**config.mk**
```make
export PLATFORM = sky130hd
export DESIGN_NAME = vga_timing_gen
export DESIGN_NICKNAME = d
export VERILOG_FILES = /design/src/rtl/vga_pkg.sv /design/src/rtl/vga_axis_counter.sv /design/src/rtl/vga_timing_gen.sv
export SDC_FILE = /design/constraint.sdc
export NUM_CORES = 1
export LEC_CHECK = 0
export ABC_AREA = 1
export CAP_MARGIN = 20
export CORE_ASPECT_RATIO = 1.2
export CORE_MARGIN = 2
export CORE_UTILIZATION = 41
export CTS_CLUSTER_DIAMETER = 30
export DETAILED_ROUTE_END_ITERATION = 10
export PLACE_DENSITY_LB_ADDON = 0.05
export RECOVER_POWER = 100
export SLEW_MARGIN = 20
export SYNTH_ARGS = -nofsm -noshare
export SYNTH_HDL_FRONTEND = slang
export SYNTH_SLANG_ARGS = --single-unit
export TNS_END_PERCENT = 50
```
**constraint.sdc**
```tcl
create_clock -name clk -period 2.09 [get_ports clk]
set_input_delay 0.627 -clock clk [delete_from_list [all_inputs] [get_ports clk]]
set_output_delay 0.627 -clock clk [all_outputs]
set_load 0.02 [all_outputs]
```
**src/rtl/vga_pkg.sv**
```systemverilog
// vga_pkg: shared types and helpers for the VGA raster timing generator.
//   vga_axis_t     - per-axis timing (active, front porch, sync, back porch)
//   VGA_640x480_*  - standard 640x480@60 axis timings
//   axis_total()   - total length of one axis (active+fp+sync+bp)
//   count_width()  - counter width able to hold 0..total-1 (at least 1 bit)
package vga_pkg;

    typedef struct packed {
        int unsigned active;
        int unsigned fp;
        int unsigned sync;
        int unsigned bp;
    } vga_axis_t;

    localparam vga_axis_t VGA_640x480_H = '{active: 640, fp: 16, sync: 96, bp: 48};
    localparam vga_axis_t VGA_640x480_V = '{active: 480, fp: 10, sync: 2,  bp: 33};

    function automatic int unsigned axis_total(input vga_axis_t a);
        return a.active + a.fp + a.sync + a.bp;
    endfunction

    function automatic int unsigned count_width(input int unsigned total);
        return (total > 1) ? $clog2(total) : 1;
    endfunction

endpackage

```
**src/rtl/vga_axis_counter.sv**
```systemverilog
// vga_axis_counter: one raster axis (horizontal or vertical).
//   clk, reset      - system clock, synchronous active-high reset
//   step            - advance the count by one on this edge
//   count           - current position, 0..TOTAL-1
//   next_count      - value count takes on the next edge
//   wrap            - this edge takes count from TOTAL-1 back to 0
//   next_in_sync    - next_count lies inside the sync pulse
//   next_in_active  - next_count lies inside the visible region
module vga_axis_counter
    import vga_pkg::*;
#(
    parameter vga_axis_t AXIS = VGA_640x480_H,
    localparam int unsigned TOTAL = axis_total(AXIS),
    localparam int unsigned W = count_width(TOTAL)
) (
    input  logic         clk,
    input  logic         reset,
    input  logic         step,
    output logic [W-1:0] count,
    output logic [W-1:0] next_count,
    output logic         wrap,
    output logic         next_in_sync,
    output logic         next_in_active
);

    localparam logic [W-1:0] LAST       = W'(TOTAL - 1);
    localparam int unsigned  SYNC_START = AXIS.active + AXIS.fp;
    localparam int unsigned  SYNC_END   = AXIS.active + AXIS.fp + AXIS.sync;

    logic [W-1:0] count_q;
    logic [W-1:0] count_d;
    int unsigned  next_u;

    always_comb begin
        wrap    = step && (count_q == LAST);
        count_d = count_q;
        if (step) begin
            count_d = wrap ? '0 : count_q + 1'b1;
        end
        next_u         = 32'(count_d);
        next_in_sync   = (next_u >= SYNC_START) && (next_u < SYNC_END);
        next_in_active = (next_u < AXIS.active);
    end

    always_ff @(posedge clk) begin
        if (reset) begin
            count_q <= '0;
        end else begin
            count_q <= count_d;
        end
    end

    assign count      = count_q;
    assign next_count = count_d;

endmodule

```
**src/rtl/vga_timing_gen.sv**
```systemverilog
// vga_timing_gen: parametrised VGA raster timing generator.
//   clk, reset            - system clock, synchronous active-high reset
//   v_enable              - 1 runs the raster, 0 freezes all state
//   pix_r/pix_g/pix_b     - colour for the current (horiz_count, vert_count)
//   horiz_count/vert_count- current pixel column / line, zero-extended to CW
//   R/G/B                 - colour blanked outside the active area
//   horiz_sync/vert_sync  - syncs, asserted level HS_POL / VS_POL
//   vga_blank             - DAC BLANK_N (1 = active area)
//   vga_sync              - DAC SYNC_N, tied low
//   clkVGA                - pixel clock to the DAC, CLK_DIV clk per period
//   pix_tick              - one-clk strobe on the edge the counters advance
//   line_start/frame_start- one-clk pulses after a line / frame wrap
//   active                - current position is inside the visible area
module vga_timing_gen
    import vga_pkg::*;
#(
    parameter int unsigned CLK_DIV  = 2,
    parameter int unsigned H_ACTIVE = 640,
    parameter int unsigned H_FP     = 16,
    parameter int unsigned H_SYNC   = 96,
    parameter int unsigned H_BP     = 48,
    parameter int unsigned V_ACTIVE = 480,
    parameter int unsigned V_FP     = 10,
    parameter int unsigned V_SYNC   = 2,
    parameter int unsigned V_BP     = 33,
    parameter bit          HS_POL   = 1'b0,
    parameter bit          VS_POL   = 1'b0,
    parameter int unsigned CW       = 16
) (
    input  logic          clk,
    input  logic          reset,
    input  logic          v_enable,
    input  logic [7:0]    pix_r,
    input  logic [7:0]    pix_g,
    input  logic [7:0]    pix_b,
    output logic [CW-1:0] horiz_count,
    output logic [CW-1:0] vert_count,
    output logic [7:0]    R,
    output logic [7:0]    G,
    output logic [7:0]    B,
    output logic          horiz_sync,
    output logic          vert_sync,
    output logic          vga_blank,
    output logic          vga_sync,
    output logic          clkVGA,
    output logic          pix_tick,
    output logic          line_start,
    output logic          frame_start,
    output logic          active
);

    localparam vga_axis_t   H_AXIS = '{active: H_ACTIVE, fp: H_FP, sync: H_SYNC, bp: H_BP};
    localparam vga_axis_t   V_AXIS = '{active: V_ACTIVE, fp: V_FP, sync: V_SYNC, bp: V_BP};
    localparam int unsigned HW     = count_width(axis_total(H_AXIS));
    localparam int unsigned VW     = count_width(axis_total(V_AXIS));
    localparam int unsigned DW     = count_width(CLK_DIV);
    localparam logic [DW-1:0] DIV_LAST = DW'(CLK_DIV - 1);
    localparam logic [DW-1:0] DIV_HALF = DW'(CLK_DIV / 2);

    if (CLK_DIV < 2) begin : g_bad_clk_div
        $error("vga_timing_gen: CLK_DIV must be >= 2");
    end

    logic [DW-1:0] div_q, div_d;
    logic          clk_vga_q, clk_vga_d;
    logic          hsync_q, hsync_d;
    logic          vsync_q, vsync_d;
    logic          active_q, active_d;
    logic          line_start_q, line_start_d;
    logic          frame_start_q, frame_start_d;

    logic [HW-1:0] h_count, h_next;
    logic [VW-1:0] v_count, v_next;
    logic          h_wrap, h_in_sync, h_in_active;
    logic          v_wrap, v_in_sync, v_in_active;
    logic          unused_next;

    assign pix_tick = v_enable && (div_q == DIV_LAST);

    vga_axis_counter #(.AXIS(H_AXIS)) u_h (
        .clk            (clk),
        .reset          (reset),
        .step           (pix_tick),
        .count          (h_count),
        .next_count     (h_next),
        .wrap           (h_wrap),
        .next_in_sync   (h_in_sync),
        .next_in_active (h_in_active)
    );

    vga_axis_counter #(.AXIS(V_AXIS)) u_v (
        .clk            (clk),
        .reset          (reset),
        .step           (h_wrap),
        .count          (v_count),
        .next_count     (v_next),
        .wrap           (v_wrap),
        .next_in_sync   (v_in_sync),
        .next_in_active (v_in_active)
    );

    // next_count is only needed by the per-axis decode inside the counters
    assign unused_next = ^{h_next, v_next};

    always_comb begin
        div_d = div_q;
        if (v_enable) begin
            div_d = pix_tick ? '0 : div_q + 1'b1;
        end
        // Low for the first half of each pixel, so it falls with the counter update
        clk_vga_d = (div_d >= DIV_HALF);
    end

    // Registered from next-state decode so they change on the counter edge
    always_comb begin
        hsync_d       = h_in_sync ? HS_POL : ~HS_POL;
        vsync_d       = v_in_sync ? VS_POL : ~VS_POL;
        active_d      = h_in_active && v_in_active;
        line_start_d  = h_wrap;
        frame_start_d = v_wrap;
    end

    always_ff @(posedge clk) begin
        if (reset) begin
            div_q         <= '0;
            clk_vga_q     <= 1'b0;
            hsync_q       <= ~HS_POL;
            vsync_q       <= ~VS_POL;
            active_q      <= 1'b1;
            line_start_q  <= 1'b0;
            frame_start_q <= 1'b0;
        end else begin
            div_q         <= div_d;
            clk_vga_q     <= clk_vga_d;
            hsync_q       <= hsync_d;
            vsync_q       <= vsync_d;
            active_q      <= active_d;
            line_start_q  <= line_start_d;
            frame_start_q <= frame_start_d;
        end
    end

    assign horiz_count = CW'(h_count);
    assign vert_count  = CW'(v_count);
    assign R           = active_q ? pix_r : '0;
    assign G           = active_q ? pix_g : '0;
    assign B           = active_q ? pix_b : '0;
    assign horiz_sync  = hsync_q;
    assign vert_sync   = vsync_q;
    assign vga_blank   = active_q;
    assign vga_sync    = 1'b0;
    assign clkVGA      = clk_vga_q;
    assign line_start  = line_start_q;
    assign frame_start = frame_start_q;
    assign active      = active_q;

endmodule

```
==> results of run 1 <==
-- worst max-delay path: stages --
cell	delay, ns
clkdlybuf4s50_1	0.46
nand2_1	0.05
inv_1	0.04
clkdlybuf4s15_2	0.24
-- cells in the final DEF (no fill, tap or decap), types with 2 or more instances in the layout --
master / Yosys / routed
nand2_1: 79 / 80
inv_1: 58 / 58
nor2_1: 43 / 42
clkdlybuf4s50_1: 0 / 38
nand3_1: 22 / 23
dfxtp_1: 26 / 23
buf_4: 16 / 23
clkbuf_2: 0 / 14
conb_1: 1 / 13
dlygate4sd3_1: 0 / 12
clkbuf_1: 3 / 11
nand4_1: 10 / 10
nor3_1: 6 / 6
nor2_4: 4 / 5
nand3_2: 5 / 4
a21oi_1: 4 / 4
clkdlybuf4s15_2: 0 / 4
nand2_2: 4 / 3
ha_1: 4 / 3
clkbuf_8: 0 / 3
clkbuf_4: 0 / 3
dfxtp_2: 0 / 3
inv_2: 2 / 2
o21ai_0: 2 / 2
nor2_2: 2 / 2
-- metal layers --
metal,up-vias,share of wire,track usage
li1,1099,-,-
met1,932,0.40,0.241
met2,98,0.48,0.369
met3,5,0.11,0.0406
met4,0,0.0096,0.0542
met5,-,0,0
-- cell type report --
type	instances	area, sq um	area share
clock buffer	3	41.3	0.0148
inverter	60	225	0.0809
multi-input combinational	209	1030	0.369
sequential	26	524	0.188
tap	56	70.1	0.0252
timing repair buffer	108	896	0.322
-- flip-flops by register name, summed over array words and instances, names as in the netlist --
| signal | flops |
|---|---|
| u_h.count | 10 |
| u_v.count | 10 |
| line_start | 1 |
| frame_start | 1 |
| active | 1 |
| horiz_sync | 1 |
| vert_sync | 1 |
| div_q | 1 |
-- worst max-delay path by stage --
| stage | startpoint | to | slack [ns] |
|---|---|---|---|
| after CTS | v_enable | vert_sync | -0.04 |
| final | pix_g[6] | G[6] | 0.04 |
| after global placement | v_enable | pix_tick | -0.38 |
| after global routing | pix_g[0] | G[0] | 0.003 |
| after detailed placement | v_enable | vert_sync | -0.41 |
| after floorplan | v_enable | active | 0.06 |
-- power by group through the flow --
stage	logic (uW)	registers, uW	clock network (uW)
after detailed placement	211	514	0
after CTS	201	503	297
after floorplan	111	518	0
final	186	502	288
after global placement	209	514	0
after global routing	201	503	311
-- per-stage QoR --
stage | area (sq um) | cells | setup slack (ns) | total power [uW] | TNS [ns]
2_1_floorplan | 1900 | 315 | 0.0623 | 629 | 0
3_3_place_gp | 2830 | 456 | -0.384 | 723 | -11.46
3_5_place_dp | 2830 | 456 | -0.407 | 725 | -12.52
4_1_cts | 2900 | 459 | -0.0371 | 1000 | -0.0771
5_1_grt | 2780 | 462 | 0.00264 | 1020 | 0
6_report | 2780 | 462 | 0.0382 | 976 | 0
-- timing repair --
action,CTS,global route
endpoints found under the setup margin,30,37
hold buffers,0,0
gates resized for setup,70,31
setup buffers,0,3
pin swaps,4,9
-- cells by family after synthesis --
| family | Yosys count |
|---|---|
| other | 1 |
| AOI/OAI and AO/OA | 9 |
| DFF | 26 |
| buffers and inverters | 80 |
| and+or+nand+nor | 180 |
| xor gates and xnor gates | 3 |
| adders and majority gates | 4 |
==> results by group, run 1 <==
Detailed routing
  – Detailed Route Iter0 Violations: 42
  – WL final: slightly above 5 mm
  – Number of routed nets with antenna violations: 0
  – DR pass1 iterations: 4
  – Vias per inst: between 4 and 5
  – # DRC: 0
  – Routed wire per std cell: 11.2 um
  – Vias: about 2100

Yosys
  – Synth area leader: dfxtp_1
  – Syn. warnings: 0
  – Cell Area, Synth: between 1500 and 2000 sq um
  – Yosys top cell area share: 0.281
  – Mux contribution to synthesized area: 0
  – Post-synthesis adder-cell area fraction: 0.0270
  – Simple logic cell fraction of the synthesized area: 0.451
  – Post-synth EDFFs: 0
  – Post-Synth XOR/XNOR Area: 0.0182
  – Synth top cells by count: nand2_1, inv_1, nor2_1
  – Post-synth ARST share: 0
  – Complex-gate fraction of the synthesized area: 0.0263
  – Sequential area share after synthesis: 0.281
  – Most numerous cell in the Yosys netlist: nand2_1
  – Dominant cells by area after synthesis: dfxtp_1, nand2_1, inv_1
  – FF+latch count, synth: 26
  – Unique masters post-synth: 30
  – Leading register cell type out of synthesis: dfxtp_1
  – Mean Syn Cell Area: just over 6 sq um
  – Cells after Synth: approximately 300
  – Main combinational cell family by area after synthesis: simple AND/OR/NAND/NOR gates

Placed design
  – HPWL Detailed: slightly above 4 mm
  – GP Congestion: about 0.89
  – Buffers on Ports: between 70 and 80

CTS
  – Clock root buffer: clkbuf_8
  – Clk buf depth: 2
  – CTS tree: built
  – CTS Buf Count: 3
  – # H-tree levels: 1
  – Clock Sinks: 26
  – Clock-pin slew on the worst setup and hold paths: ~0.09 ns
  – Worst-Skew Late Latency: approximately 0.27 ns

Worst setup path
  – Critical path type: in -> out
  – FF-to-FF Start: u_h.count[0]
  – Reg2reg end: vert_sync
  – R2R setup slack: around 0.21 ns
  – WP data required: 1.46 ns
  – Setup crit end kind: output pin
  – Worst-path fanout max: 1
  – CP Launch Type: primary input
  – Arrival @ worst endpoint: 1.42 ns
  – Worst Reg-to-Reg Cells: 9

Timing
  – Maximum clock frequency: between 400 and 500 MHz
  – RSZ-0062 raised after global routing: no
  – Tcrit/Tclk final: 0.982
  – Worst-margin pin slew: approximately 0.86 ns
  – Min Tclk post-route: 2.05 ns
  – Fin Clk Skew: approximately 0.0024 ns
  – Normalized max-slew margin: 0.430
  – # setup viols final: 0
  – Final Slew Violations: 0
  – Min Hold Slack: approximately 0.51 ns
  – Final hold violation count: 0

GRT
  – Grt ovf: 0
  – First-pass GRT wire length: roughly 8.4 mm
  – Largest net degree at the start of global routing: 27
  – Vias in the first global route: about 1900
  – Overall Global Routing Usage: 0.204
  – Initial antenna violation count: 0

Power
  – Clock power share: 0.295
  – VDD IR max: between 300 and 400 uV
  – Power per cell area: approximately 350 nW/um^2
  – Comb pwr share: 0.190
  – Switching power: about 270 uW
  – Leak pwr: ~0.0014 uW
  – Sequential share of power: 0.515
  – Sw frac: 0.272
  – Internal: 710 uW

Die
  – Initial Utilization: 0.432
  – I/O pins: between 90 and 100
  – # rows: 26
  – Die ar.: 5080 sq um
  – Die H: 77.6 um
  – Die width: between 60 and 70 um
  – Core Area: around 4300 sq um

Layout
  – Share of cells above drive strength 1: 0.180
  – Util after Layout: 0.648
  – Layout Nets: between 400 and 500
  – Ant. Diodes: 0
  – P&R area growth vs syn: 50.2%
  – Final-layout fill cell count: 460

Worst hold path
  – Min-Delay Path Class: reg -> reg
  – WHS Path Cells: 2
  – Hold EP: u_h.count[1]
  – Worst min-delay path startpoint: u_h.count[1]

Flow run
  – MaxCap Viol Count: 0

Outcome
  – Status: finished clean
No activity file was read; power rests on OpenSTA's default activity.
==> run 2: changes to the inputs <==
Settings changed: ABC_CLOCK_PERIOD_IN_PS set to 2090.
==> results of run 2 <==
Final layout, timing and power as in run 1 (identical DEF).
==> RTL edit 1: new RTL, flow settings as in run 2 <==
Register the inputs `v_enable`, `pix_r`, `pix_g` and `pix_b` before use. The logic sees them one clock later.
--- a/src/rtl/vga_timing_gen.sv
+++ b/src/rtl/vga_timing_gen.sv
@@ -57,6 +57,18 @@
     localparam logic [DW-1:0] DIV_LAST = DW'(CLK_DIV - 1);
     localparam logic [DW-1:0] DIV_HALF = DW'(CLK_DIV / 2);
 
+    logic v_enable_q;
+    logic [7:0] pix_r_q;
+    logic [7:0] pix_g_q;
+    logic [7:0] pix_b_q;
+
+    always_ff @(posedge clk) begin
+        v_enable_q <= v_enable;
+        pix_r_q    <= pix_r;
+        pix_g_q    <= pix_g;
+        pix_b_q    <= pix_b;
+    end
+
     if (CLK_DIV < 2) begin : g_bad_clk_div
         $error("vga_timing_gen: CLK_DIV must be >= 2");
     end
@@ -75,7 +87,7 @@
     logic          v_wrap, v_in_sync, v_in_active;
     logic          unused_next;
 
-    assign pix_tick = v_enable && (div_q == DIV_LAST);
+    assign pix_tick = v_enable_q && (div_q == DIV_LAST);
 
     vga_axis_counter #(.AXIS(H_AXIS)) u_h (
         .clk            (clk),
@@ -104,7 +116,7 @@
 
     always_comb begin
         div_d = div_q;
-        if (v_enable) begin
+        if (v_enable_q) begin
             div_d = pix_tick ? '0 : div_q + 1'b1;
         end
         // Low for the first half of each pixel, so it falls with the counter update
@@ -142,9 +154,9 @@
 
     assign horiz_count = CW'(h_count);
     assign vert_count  = CW'(v_count);
-    assign R           = active_q ? pix_r : '0;
-    assign G           = active_q ? pix_g : '0;
-    assign B           = active_q ? pix_b : '0;
+    assign R           = active_q ? pix_r_q : '0;
+    assign G           = active_q ? pix_g_q : '0;
+    assign B           = active_q ? pix_b_q : '0;
     assign horiz_sync  = hsync_q;
     assign vert_sync   = vsync_q;
     assign vga_blank   = active_q;
Behaviour: not the same (a bounded check fails within 4 cycles, from zero or initial values and one cycle with reset high).
==> RTL edit 1 against run 2 <==
Count of clock-buffer cells in the layout grew 3. Worst setup slack gained 26 ps. Synthesized area grew 18%. Wire length shrank 9.5%. Power grew 82%. Sequential cell count grew 25. Clock skew grew 0.82 ps. Via count shrank 8.3%. Cell area grew 9.9%. Critical path type is now flip-flop to output pin. Largest power group unchanged. Highest routed layer unchanged.
==> RTL edit 1: results (changes against run 2) <==
Routing
  – Routed via count: 1957 (-8.3%)
  – Drt initial violations: 89 (+110%)
  – Avg WL per Cell: 10.7 um (-5.0%)

Timing
  – Final hold slack: 536 ps (+23.5 ps)
  – Min Clock Period, post-route: 2030 ps (-25.6 ps)
  – Clock skew after layout: 3.27 ps (+0.821 ps)
  – Slew HR: 0.668 (+0.238)

Synth
  – Top post-synthesis cells by count: 68 x sky130_fd_sc_hd__nand2_1, 51 x sky130_fd_sc_hd__dfxtp_1, 50 x sky130_fd_sc_hd__inv_1
  – Main area contributors after synthesis: sky130_fd_sc_hd__dfxtp_1 47%, sky130_fd_sc_hd__nand2_1 12%, sky130_fd_sc_hd__inv_1 8.6%, sky130_fd_sc_hd__nand3_1 6.4%, sky130_fd_sc_hd__nor2_1 5.5%
  – Cell variety after synth: 27 (-10%)
  – Mean post-synth cell area: 7.45 um2 (+22%)
  – Post-synthesis sequential area ratio: 0.466 (+0.185)

Power
  – Fraction of power spent switching nets: 0.243 (-0.0297)
  – IR Drop Worst-Case VDD: 0.000261 V (-22%)
  – Share of power burned in combinational logic: 0.099 (-0.091)
  – Clock network power: 594 uW (+110%)
  – Total leakage power: 1.50 nW (+6.6%)

Critical path
  – CP max FO: 6 (+5)
  – Worst stage delay on the critical path: 670 ps (+210 ps)
  – Depth of the most critical reg-to-reg path: 12 (+3)
  – Crit path to: vert_count[3]
  – Arrival time reported for the critical path endpoint: 1400 ps (-20 ps)
  – End of the worst register-to-register path: active
  – Beginning of the critical path: u_v.count[3]

Placed design
  – Placed cell count: 432 (-5.3%)
  – DP Area: 0.00302 mm2 (+6.6%)
  – Routability congestion estimate: 0.852 (-4.2%)

Global routing
  – First-pass GRT wire length: 7960 um (-5.1%)
  – Number of global-route vias before repair: 1802 (-7.5%)
  – Total GRT Usage: 0.166 (-0.0377)

Clock network
  – CTS-repair resized insts: 24 (-66%)
  – Number of buffers added by the clock tree synthesis step: 5 (+2)
  – Clock latency reported for the late side of the worst-skew pair: 300 ps (+30 ps)
  – H-tree lvl count: 2 (+1)

Outcome
  – Status: complete, no violations

Min path
  – Worst-case hold path end point: u_h.count[0]
  – Worst hold path depth: 1 (-1)
  – HP Start: u_h.count[0]

Final layout
  – Number of nets in the final layout: 408 (-7.1%)
  – Share of cells above drive strength 1: 0.0741 (-0.106)
  – Non-filler cells, final: 440 (-4.8%)
  – Filler cell count in the final layout: 517 (+12%)

Floorplanning
  – Area of the core: 0.00523 mm2 (+22%)
RTL edit 1: logic make-up (layout without fill, tap and decap cells):
family / after synthesis / in the layout / synth area share
fa+ha+maj: 4 / 4 / 0.0228
flops: 51 / 51 / 0.466
compound gates: 11 / 11 / 0.0286
other cells: 1 / 13 / 0.00171
simple gates: 155 / 155 / 0.329
xor+xnor: 2 / 2 / 0.00800
buf+inv: 70 / 142 / 0.144
RTL edit 1: final cells by class:
type / count / area, um2 / area share
Clock buffer: 6 / 82.6 / 0.0270
Clock inverter: 2 / 16.3 / 0.00532
Inverter: 52 / 195 / 0.0638
Multi-Input combinational cell: 185 / 895 / 0.293
Sequential cell: 51 / 1020 / 0.334
Tap cell: 62 / 77.6 / 0.0254
Timing Repair Buffer: 82 / 771 / 0.252
RTL edit 1: layer usage:
layer	track usage	up-vias	share of wire
li1	-	1030	-
met2	0.289	58	0.48
met5	0	-	0
met4	0.0617	0	0.0077
met1	0.203	867	0.46
met3	0.0290	2	0.053
==> RTL edit 2: new RTL, config.mk and constraints of run 2 <==
Made on the original files. The parameter `VS_POL` goes from 1'b0 to 1'b1.
--- a/src/rtl/vga_timing_gen.sv
+++ b/src/rtl/vga_timing_gen.sv
@@ -24,7 +24,7 @@
     parameter int unsigned V_SYNC   = 2,
     parameter int unsigned V_BP     = 33,
     parameter bit          HS_POL   = 1'b0,
-    parameter bit          VS_POL   = 1'b0,
+    parameter bit          VS_POL   = 1'b1,
     parameter int unsigned CW       = 16
 ) (
     input  logic          clk,
Function: changed (Yosys sat finds a counterexample within 4 cycles, from zero or initial values and one cycle with reset high).
==> RTL edit 2 against run 2 <==
Synthesized area shrank 6.3%. Sequential share of layout area shrank 0.15 points. Sequential cell count is the same. Non-clock buffer count shrank 1. Power grew 0.38%. Cell area is essentially flat. Worst setup slack lost 24 ps. Critical path depth shrank 3. Wire length grew 0.25%. Clock power shrank 1%. Combinational power grew 4%. Count of clock-buffer cells in the layout is the same. Sequential power is essentially flat. Critical endpoint is now vert_count[0]. Largest cell class unchanged.
==> RTL edit 2: results (changes against run 2) <==
Critical path
  – Worst stage delay on the critical path: 680 ps (+220 ps)
  – CP max FO: 8 (+7)
  – Register-to-register setup slack: 170 ps (-40 ps)
  – Worst-path cell with the longest stage delay: sky130_fd_sc_hd__clkdlybuf4s50_1
  – Crit path to: vert_count[0]
  – Arrival time reported for the critical path endpoint: 1450 ps (+30 ps)
  – Depth of the most critical reg-to-reg path: 11 (+2)
  – End of the worst register-to-register path: vert_sync
  – Beginning of the critical path: u_v.count[0]
  – Top Family by Delay on Critical Path: buffers and inverters

Synth
  – Xor/xnor cell area share of the yosys netlist: 0.0101 (-0.00814)
  – Cell variety after synth: 23 (-23%)
  – Post-synthesis compound-gate area fraction: 0.0519 (+0.0256)
  – Post-synthesis sequential area ratio: 0.300 (+0.0190)
  – Main area contributors after synthesis: sky130_fd_sc_hd__dfxtp_1 30%, sky130_fd_sc_hd__nand2_1 17%, sky130_fd_sc_hd__inv_1 12%, sky130_fd_sc_hd__nor2_1 8.7%, sky130_fd_sc_hd__nand3_1 6.6%
  – Arithmetic-cell share of the synthesized area counting full adders, half adders and majority gates: 0.0288 (+0.00183)
  – Top post-synthesis cells by count: 80 x sky130_fd_sc_hd__nand2_1, 57 x sky130_fd_sc_hd__inv_1, 40 x sky130_fd_sc_hd__nor2_1
  – Mean post-synth cell area: 5.94 um2 (-2.8%)

Placed design
  – Placed cell count: 442 (-3.1%)
  – Routability congestion estimate: 0.911 (+2.5%)
  – DP Area: 0.00270 mm2 (-4.6%)
  – Detailed-placement wirelength estimate: 3850 um (-7.0%)
  – Setup slack after placement: -417 ps (-10.6 ps)

Timing
  – Final hold slack: 524 ps (+11.1 ps)
  – Final setup slack of the worst path: 14.4 ps (-23.8 ps)
  – Transition at the pin with the smallest max-transition slack: 806 ps (-49.1 ps)
  – Clock skew after layout: 3.08 ps (+0.632 ps)

Clock network
  – Post-CTS clock slew at the launch and capture registers of the worst setup and hold paths: 90 ps (about the same)
  – CTS-repair resized insts: 82 (+17%)

Floorplanning
  – Area of the die: 0.00477 mm2 (-6.0%)

Global routing
  – Number of global-route vias before repair: 1679 (-14%)
  – First-pass GRT wire length: 7420 um (-12%)
  – Total GRT Usage: 0.194 (-0.00975)

Final layout
  – Share of cells above drive strength 1: 0.190 (+0.0101)
  – Number of nets in the final layout: 428 (-2.5%)

Outcome
  – Status: complete, no violations

Routing
  – Drt initial violations: 95 (+130%)
  – Routed via count: 2015 (-5.6%)
  – Routed wire length: 5210 um (+0.25%)
  – Number of vias per cell: 4.49 (-2.8%)

Power
  – IR Drop Worst-Case VDD: 0.000204 V (-39%)
  – Total leakage power: 1.43 nW (+1.7%)
RTL edit 2: changes by cell type in the layout (fill, tap and decap cells not counted), sizes merged, moves of 3 or more:
cell and change:
clkdlybuf4s15 +6, o21ai +6, clkbuf -5, nor2 -5
inv -4, nand3 -4, nand2 -3
RTL edit 2: per-layer routing:
layer,share of wire,GRT usage,wire length [um]
met5,0,0,0
met4,0.012,0.0652,64
met3,0.035,0.0149,183
met2,0.55,0.364,2880
met1,0.40,0.237,2080
RTL edit 2: cell type report:
cell class	count	area [um2]
Fill cell	404	1220
Multi-Input combinational cell	202	1010
Timing Repair Buffer	107	933
Sequential cell	26	520
Inverter	57	215
Tap cell	54	67.6
Clock buffer	3	41.3
RTL edit 2: power by group:
part	total, mW	switching [mW]	internal, mW	leakage [nW]
logic	0.193	0.106	0.0874	1.20
clock network	0.284	0.155	0.129	0.0216
registers	0.502	0.00307	0.499	0.210
total	0.979	0.264	0.716	1.43
